### src/rtl/uart_rx_fifo_if.sv
// Byte-stream handshake between the UART receive FIFO (master) and the core (slave).
interface uart_rx_fifo_if;
    logic [7:0] rdata;
    logic       rvalid;
    logic       rready;

    modport master (output rdata, output rvalid, input rready);
    modport slave  (input rdata, input rvalid, output rready);
endinterface

### src/rtl/uart_rx_fifo.sv
// UART receiver (8N1, or 8E1 when UART_RX_PARITY_EN is defined) feeding a first-word-fall-through byte FIFO.
// Sticky ferr/ovf (and perr with parity) flags are cleared by clr; a set in the same cycle wins.
//
// state  | meaning
// IDLE   | line idle, waiting for a falling edge on rx_s
// START  | timing to mid start bit; a high sample there is a false start
// DATA   | sampling 8 data bits LSB first, one per CLKS_PER_BIT
// PARITY | sampling the even-parity bit (UART_RX_PARITY_EN only)
// STOP   | sampling the stop bit, then push or flag the byte
module uart_rx_fifo #(
    parameter int CLKS_PER_BIT = 868,
    parameter int FIFO_AW      = 4
) (
    input  logic             clk,
    input  logic             rstn,
    input  logic             rxd,
    uart_rx_fifo_if.master   rx_bus,
    output logic [FIFO_AW:0] count,
    output logic             ferr,
    output logic             ovf,
`ifdef UART_RX_PARITY_EN
    output logic             perr,
`endif
    input  logic             clr
);

    localparam int CNT_W = $clog2(CLKS_PER_BIT);
    localparam int DEPTH = 1 << FIFO_AW;
    localparam logic [CNT_W-1:0]   HALF_M1 = CNT_W'(CLKS_PER_BIT / 2 - 1);
    localparam logic [CNT_W-1:0]   BIT_M1  = CNT_W'(CLKS_PER_BIT - 1);
    localparam logic [FIFO_AW:0]   FULL_CNT = (FIFO_AW + 1)'(DEPTH);

    typedef enum logic [2:0] {
        S_IDLE,
        S_START,
        S_DATA,
`ifdef UART_RX_PARITY_EN
        S_PARITY,
`endif
        S_STOP
    } state_t;

    state_t             state, state_n;
    logic [CNT_W-1:0]   cnt, cnt_n;
    logic [2:0]         bi, bi_n;
    logic [7:0]         shreg, shreg_n;
    logic               rx_m, rx_s, rx_prev;
    logic               push, ferr_set;
`ifdef UART_RX_PARITY_EN
    logic               par_bit, par_bit_n;
    logic               perr_set;
`endif

    logic [7:0]         mem [DEPTH];
    logic [FIFO_AW-1:0] wr_ptr, rd_ptr;
    logic               full, pop, wr_en, ovf_set;

    always_ff @(posedge clk or negedge rstn) begin
        if (!rstn) begin
            rx_m    <= 1'b1;
            rx_s    <= 1'b1;
            rx_prev <= 1'b1;
        end else begin
            rx_m    <= rxd;
            rx_s    <= rx_m;
            rx_prev <= rx_s;
        end
    end

    always_ff @(posedge clk or negedge rstn) begin
        if (!rstn) begin
            state   <= S_IDLE;
            cnt     <= '0;
            bi      <= '0;
            shreg   <= '0;
`ifdef UART_RX_PARITY_EN
            par_bit <= 1'b0;
`endif
        end else begin
            state   <= state_n;
            cnt     <= cnt_n;
            bi      <= bi_n;
            shreg   <= shreg_n;
`ifdef UART_RX_PARITY_EN
            par_bit <= par_bit_n;
`endif
        end
    end

    always_comb begin
        state_n   = state;
        cnt_n     = cnt + 1'b1;
        bi_n      = bi;
        shreg_n   = shreg;
        push      = 1'b0;
        ferr_set  = 1'b0;
`ifdef UART_RX_PARITY_EN
        par_bit_n = par_bit;
        perr_set  = 1'b0;
`endif
        unique case (state)
            S_IDLE: begin
                cnt_n = '0;
                if (rx_prev && !rx_s) state_n = S_START;
            end
            S_START: begin
                if (cnt == HALF_M1) begin
                    cnt_n = '0;
                    if (rx_s) begin
                        state_n = S_IDLE;
                    end else begin
                        bi_n    = '0;
                        state_n = S_DATA;
                    end
                end
            end
            S_DATA: begin
                if (cnt == BIT_M1) begin
                    cnt_n         = '0;
                    shreg_n[bi]   = rx_s;
                    bi_n          = bi + 3'd1;
`ifdef UART_RX_PARITY_EN
                    if (bi == 3'd7) state_n = S_PARITY;
`else
                    if (bi == 3'd7) state_n = S_STOP;
`endif
                end
            end
`ifdef UART_RX_PARITY_EN
            S_PARITY: begin
                if (cnt == BIT_M1) begin
                    cnt_n     = '0;
                    par_bit_n = rx_s;
                    state_n   = S_STOP;
                end
            end
`endif
            S_STOP: begin
                if (cnt == BIT_M1) begin
                    cnt_n   = '0;
                    state_n = S_IDLE;
                    // A bad stop bit takes precedence; a good one still needs even parity.
                    if (!rx_s) ferr_set = 1'b1;
`ifdef UART_RX_PARITY_EN
                    else if (^{shreg, par_bit}) perr_set = 1'b1;
`endif
                    else push = 1'b1;
                end
            end
            default: state_n = S_IDLE;
        endcase
    end

    assign rx_bus.rvalid = (count != '0);
    assign rx_bus.rdata  = rx_bus.rvalid ? mem[rd_ptr] : 8'h00;
    assign full          = (count == FULL_CNT);
    assign pop           = rx_bus.rvalid && rx_bus.rready;
    // When full, a simultaneous pop frees the slot the push needs.
    assign wr_en         = push && (!full || pop);
    assign ovf_set       = push && full && !pop;

    always_ff @(posedge clk) begin
        if (wr_en) mem[wr_ptr] <= shreg;
    end

    always_ff @(posedge clk or negedge rstn) begin
        if (!rstn) begin
            wr_ptr <= '0;
            rd_ptr <= '0;
            count  <= '0;
        end else begin
            if (wr_en) wr_ptr <= wr_ptr + 1'b1;
            if (pop)   rd_ptr <= rd_ptr + 1'b1;
            case ({wr_en, pop})
                2'b10:   count <= count + 1'b1;
                2'b01:   count <= count - 1'b1;
                default: count <= count;
            endcase
        end
    end

    always_ff @(posedge clk or negedge rstn) begin
        if (!rstn) begin
            ferr <= 1'b0;
            ovf  <= 1'b0;
`ifdef UART_RX_PARITY_EN
            perr <= 1'b0;
`endif
        end else begin
            if (ferr_set)  ferr <= 1'b1;
            else if (clr)  ferr <= 1'b0;
            if (ovf_set)   ovf  <= 1'b1;
            else if (clr)  ovf  <= 1'b0;
`ifdef UART_RX_PARITY_EN
            if (perr_set)  perr <= 1'b1;
            else if (clr)  perr <= 1'b0;
`endif
        end
    end

endmodule
### src/flat_wrapper.sv
// flat-port wrapper written by rule: the top's interface ports become plain ports
module uart_rx_fifo_flat 
#(
    parameter int CLKS_PER_BIT = 868,
    parameter int FIFO_AW      = 4
)
  (clk, rstn, rxd, count, ferr, ovf, clr, rx_bus_rdata, rx_bus_rvalid, rx_bus_rready);
  uart_rx_fifo_if rx_bus_i ();
  input  logic clk;
  input  logic rstn;
  input  logic rxd;
  output logic [FIFO_AW:0] count;
  output logic ferr;
  output logic ovf;
  input  logic clr;
  output wire logic [$bits(rx_bus_i.rdata)-1:0] rx_bus_rdata;
  output wire logic [$bits(rx_bus_i.rvalid)-1:0] rx_bus_rvalid;
  input wire logic [$bits(rx_bus_i.rready)-1:0] rx_bus_rready;
  assign rx_bus_rdata = rx_bus_i.rdata;
  assign rx_bus_rvalid = rx_bus_i.rvalid;
  assign rx_bus_i.rready = rx_bus_rready;
  uart_rx_fifo #(.CLKS_PER_BIT(CLKS_PER_BIT), .FIFO_AW(FIFO_AW)) u_core (.clk(clk), .rstn(rstn), .rxd(rxd), .rx_bus(rx_bus_i), .count(count), .ferr(ferr), .ovf(ovf), .clr(clr));
endmodule
### config.mk
export PLATFORM = sky130hd
export DESIGN_NAME = uart_rx_fifo_flat
export DESIGN_NICKNAME = d
export VERILOG_FILES = /design/src/rtl/uart_rx_fifo_if.sv /design/src/rtl/uart_rx_fifo.sv /design/src/flat_wrapper.sv
export SDC_FILE = /design/constraint.sdc
export NUM_CORES = 1
export LEC_CHECK = 0
export ABC_CLOCK_PERIOD_IN_PS = 5800
export CORE_MARGIN = 2
export CORE_UTILIZATION = 35
export DETAILED_ROUTE_END_ITERATION = 16
export GPL_TIMING_DRIVEN = 0
export PLACE_DENSITY_LB_ADDON = 0.08
export RECOVER_POWER = 100
export SLEW_MARGIN = 20
export SYNTH_ARGS = -nofsm -noshare
export SYNTH_HDL_FRONTEND = slang
export SYNTH_SLANG_ARGS = --single-unit
### constraint.sdc
create_clock -name clk -period 5.8 [get_ports clk]
set_input_delay 0.58 -clock clk [delete_from_list [all_inputs] [get_ports clk]]
set_output_delay 0.58 -clock clk [all_outputs]
set_load 0.01 [all_outputs]
Yosys cells after proc, flatten, opt, wreduce, memory -nomap -nowiden
Memories as Yosys holds them, arrays and structs flattened. Cells that the tools add are included.

Muxes and demuxes: 30. Magnitude comparators: 2. $add $sub $neg: 6. Equal/unequal tests: 15. Reduce and logical (&&, ||, !) cells: 20.

Operators with widths (number): 10-bit case mux with 3 select lines (1); 3-bit 2-to-1 mux (8); 10-bit 2-to-1 mux (2); 1-bit 2-to-1 mux (12); 3-bit case mux with 4 select lines (1); 10-bit by 1-bit adder with 10-bit output, second input constant (1); 10-bit equality test, second input constant (1); 10-bit by 9-bit equality test with 1-bit output, second input constant (1); 2-bit by 1-bit inequality test with 1-bit output, second input constant (5); 5-bit case mux with 2 select lines (1); 4-bit by 1-bit adder with 4-bit output, second input constant (2); 8-bit bitwise mux (1); 8-bit 2-to-1 mux (1); 2-bit nonzero test (4); 3-bit by 2-bit equality test with 1-bit output, second input constant (2); 1-bit logical AND (6); 3-bit case mux with 2 select lines (1); 5-bit by 1-bit adder with 5-bit output, second input constant (1); 5-bit equality test, second input constant (1); 5-bit AND reduction (1); 5-bit nonzero test (1); 5-bit by 1-bit subtractor with 5-bit output, second input constant (1); 3-bit by 4-bit < comparator with 1-bit output, second input constant (1); 4-bit AND reduction (1); 14 further kinds (16).

Input bits: 5. Memories kept: 1. Flip-flop bits (word level): 42. Bits in writable memories: 128. Output and inout port bits: 16.

Memories: u_core.mem (words 16, width 8, rd ports 1, clocked after Yosys merged registers in 0, wr ports 1, RTL line uart_rx_fifo.sv:54) `logic [7:0] mem [DEPTH];`.

Depth between registers and ports, before layout
Depth in word-level cells: 6. Mapped depth: 10.

Worst setup path before layout
No wires, ideal clock.

Kind: reg-to-reg. Start point: reg u_core.cnt[0]. End point: mem u_core.mem[0][0], enable pin. Arrival time: 2.343 ns. Stages on the path, launching flop included: 6. Required time: 5.405 ns. Buffers on the path: 0. Clock period less this slack: 2.738 ns. Slack: 3.062 ns. Cell sequence: dfrtp_1 > ha_1 > or3b_4 > nor4_4 > nand2_1 > nor4_1.

Word-level cells in the longest chain between the ends: 6.

Ends and longest elaborated chain: start: declaration (RTL line uart_rx_fifo.sv:44) `logic [CNT_W-1:0] cnt, cnt_n;`; start signal: assignment (RTL line uart_rx_fifo.sv:81) `cnt <= cnt_n;`; 10-bit equality test (RTL line uart_rx_fifo.sv:139) `if (cnt == BIT_M1) begin`; 1-bit 2-to-1 mux (RTL line uart_rx_fifo.sv:139); 1-bit 2-to-1 mux (RTL line uart_rx_fifo.sv:101) `unique case (state)`; 1-bit logical AND (RTL line uart_rx_fifo.sv:159) `assign wr_en = push && (!full || pop);`; 1-bit 2-to-1 mux (RTL line uart_rx_fifo.sv:163) `if (wr_en) mem[wr_ptr] <= shreg;`; 1-bit 2-to-1 mux (not written as such) (RTL line uart_rx_fifo.sv:163); end: declaration (RTL line uart_rx_fifo.sv:54).

Every way passes these cells.

Worst setup path after layout
Start point: reg u_core.rd_ptr[1]. End point: out rx_bus_rdata[3].

Word-level cells in the longest chain between the ends: 2.

Ends and longest elaborated chain: start: declaration (RTL line uart_rx_fifo.sv:55) `logic [FIFO_AW-1:0] wr_ptr, rd_ptr;`; start signal: assignment (RTL line uart_rx_fifo.sv:173) `if (pop) rd_ptr <= rd_ptr + 1'b1;`; memory read 16 x 8 bit; 8-bit 2-to-1 mux (RTL line uart_rx_fifo.sv:155) `assign rx_bus.rdata = rx_bus.rvalid ? mem[rd_ptr] : 8'h00;`; end: declaration (RTL line flat_wrapper.sv:16) `output wire logic [$bits(rx_bus_i.rdata)-1:0] rx_bus_rdata;`.

Every way passes these cells.

==> run_results.csv <==
group,metric,value,unit
global_routing,overflow,0,
critical_path,path_cells,"clkbuf_1 > clkbuf_1 > mux4_2 > mux4_2 > nor2b_1 > dlygate4sd3_1",
critical_path,required,5.22,ns
floorplanning,die_width,146,µm
timing,tightest_slew,1.35,ns
timing,period_minus_slack,4.18,ns
critical_path,critPathArrivalTime,3.60,ns
status,status,"complete, no violations",
timing,setup_viol,0,
floorplanning,die_y,146,µm
global_routing,grt_max_degree,22,
synth,synth_edf_count,128,
power_and_ir_drop,p_leak,3.19,nW
synth,synth_compound_area_share,2.34,%
synth,synthMuxAreaShare,14.4,%
place,place_hpwl,10.1,mm
critical_path,start_kind,"flop",
synth,ys_types,54,
clock_network,clockBufferDepth,2,
timing,setup_ws,1.62,ns
floorplanning,num_io_pins,21,
timing,slew_headroom,8.83,%
synth,synth_fa_ha_area_share,1.94,%
clock_network,cts_hold_buf,0,
synth,synth.net_count,421,
synth,synth_top_area_cell,"edfxtp_1",
critical_path,cp.depth,6,
synth,synth.cell_area,0.00710,mm²
timing,hold_viol,0,
timing,period_share,72.1,%
finish,final_cell_count_no_fill,734,
clock_network,cts.sinks,169,
synth,synthXorXnorAreaFrac,2.34,%
routing,vias_per_cell,5.01,
clock_network,cts_tree,"done",
synth,syn_inst,405,
global_routing,antenna_found_initial,0,
synth,synth_top_family_by_area,"multiplexers",
global_routing,groute.usage.overall,15.0,%
finish,diodes,0,
timing,fmax,239,MHz
critical_path,cpPeakStageDelay,0.67,ns
floorplanning,core,0.0201,mm²
synth,ys.flop_type,"edfxtp_1",
critical_path,cp_top_family,"buffers and inverters",
finish,drive_gt1_share,19.6,%
routing,drc_errors,0,
global_routing,grt_pass1_wl,23.4,mm
min_path,worstHoldPathType,"primary input to async pin",
critical_path,crit_buf_inv,3,
critical_path,crit_path_start,"u_core.rd_ptr[1]",
finish,fill_cells,1821,
place,port_buffers,20,
clock_network,htree_levels,4,
clock_network,cts_buffers,17,
timing,skew,0.0152,ns
global_routing,grt_pass1_vias,3847,
routing,finalWirelength,15.1,mm
synth,yosysTopAreaCellShare,54.1,%
floorplanning,start_util,35.3,%
timing,rsz0062_at_grt,"false",
floorplanning,die-area,0.0214,mm²
power_and_ir_drop,ir_worst_vdd,0.211,mV
synth,ys_ff_latch,169,
synth,ys_seq_area_share,68.6,%
critical_path,slowest_stage,"clkbuf_1",
critical_path,timing.rr.start,"u_core.cnt[0]",
clock_network,cts_root_buf,"clkbuf_16",
routing,wire_per_inst,20.5,µm
synth,synth_area_leaders,"edfxtp_1 54%, dfrtp_1 13%, mux4_2 13%, ha_1 1.9%, xnor2_1 1.8%",
critical_path,crit_type,"flop to output pin",
routing,vias,3674,
critical_path,rr_worst_depth,6,
synth,yosys-top-cells-count,"128 x edfxtp_1, 40 x mux4_2, 38 x dfrtp_1",
finish,fin_nets,467,
synth,syn_avg_cell_area,17.5,µm²
floorplanning,rows,52,
routing,ant_nets,0,
finish,area_growth,16.3,%
critical_path,path_max_fanout,10,
routing,dr.pass1.iters,4,
power_and_ir_drop,p_per_area,388,mW/mm²
critical_path,rrSetupSlack,1.96,ns
critical_path,end_kind,"output pin",
finish,utilization,41.1,%
power_and_ir_drop,p_total,3.20,mW
synth,yosysMostFrequentCell,"edfxtp_1",
clock_network,clk_latency,0.42,ns
timing,totalNegativeSetupSlack,0,ns
place,dp_cells,702,
timing,finalMaxSlewViolations,0,
synth,synthSimpleGateAreaFrac,8.26,%
clock_network,ctsResizeCount,0,
place,place_ws,2.23,ns
clock_network,cts_setup_buffers,0,
synth,synthArstFlopShare,24.3,%
job,cap_violations,0,
clock_network,clkTransAtPathRegs,0.07,ns
critical_path,setup.worst_path.end,"rx_bus_rdata[3]",
synth,yosysWarningCount,0,
routing,dr.first_iter.drc_count,197,
place,gp_congestion,0.780,
critical_path,r2r-end,"u_core.mem[3][0]",
where the power goes:
part | internal, mW | switching [mW]
sequential | 1.34 | 0.0472
combinational | 0.229 | 0.326
clock | 0.774 | 0.490
stage by stage:
step / hold WS, ns / cell area, µm²
2_1_floorplan: 0.284 / 7100
3_3_place_gp: 0.350 / 7640
3_5_place_dp: 0.347 / 7730
4_1_cts: 0.144 / 8390
5_1_grt: 0.366 / 8260
6_report: 0.362 / 8260
final cells by class:
class | instances | area (µm²) | area share, %
inverters | 15 | 56.3 | 0.682
flip-flops and latches | 169 | 4870 | 59.0
multi-input cells | 202 | 2020 | 24.5
clock buffers | 17 | 425 | 5.15
clock inverters | 15 | 233 | 2.82
plain buffers | 19 | 87.6 | 1.06
well taps | 270 | 338 | 4.09
repair buffers | 27 | 220 | 2.67
flip-flops by register name, indices dropped and copies added (netlist names):
name	count
u_core.bi	3
u_core.cnt	10
u_core.count	5
u_core.ferr	1
u_core.mem	128
u_core.ovf	1
u_core.rd_ptr	4
u_core.rx_m	1
u_core.rx_prev	1
u_core.rx_s	1
u_core.shreg	8
u_core.state	2
u_core.wr_ptr	4
worst min-delay path by stage:
stage	start	end	depth (start not counted)
finish	rstn	u_core.rd_ptr[1]	1
CTS	rstn	u_core.cnt[8]	1
global route	u_core.rx_m	u_core.rx_s	0
global placement	u_core.rx_m	u_core.rx_s	0
floorplan	rstn	u_core.bi[0]	0
detailed placement	u_core.rx_m	u_core.rx_s	0
cells by family after synthesis:
family	count (synthesis)
fa+ha+maj	11
buf+inv	34
simple gates	98
flops	169
mux	51
compound gates	23
xor+xnor	19
metal layers:
metal | share of wire [%] | GRT usage [%] | vias to the layer above
li1 | - | - | 1665
met1 | 43 | 19.5 | 1929
met2 | 49 | 24.5 | 67
met3 | 5.5 | 3.62 | 13
met4 | 2.1 | 5.53 | 0
met5 | 0 | 0 | -
layout by cell type, fill, tap and decap left out, types with 3 or more instances in the layout:
cell	count
clkbuf_1	19
nor2b_1	8
a22o_1	4
and3_1	3
dlygate4sd3_1	17
nand2_1	16
xor2_1	4
xnor2_1	15
mux2_2	9
inv_6	5
o21ai_0	4
clkbuf_16	17
inv_1	15
a21oi_1	6
or4_1	4
nor3b_1	4
clkinvlp_4	3
bufinv_16	5
mux4_2	40
nor4_1	8
ha_1	11
nor2_1	23
nand3_1	8
dfrtp_1	38
edfxtp_1	128
buf_2	4
and2_0	9
Power figures use the tool's default switching activity.
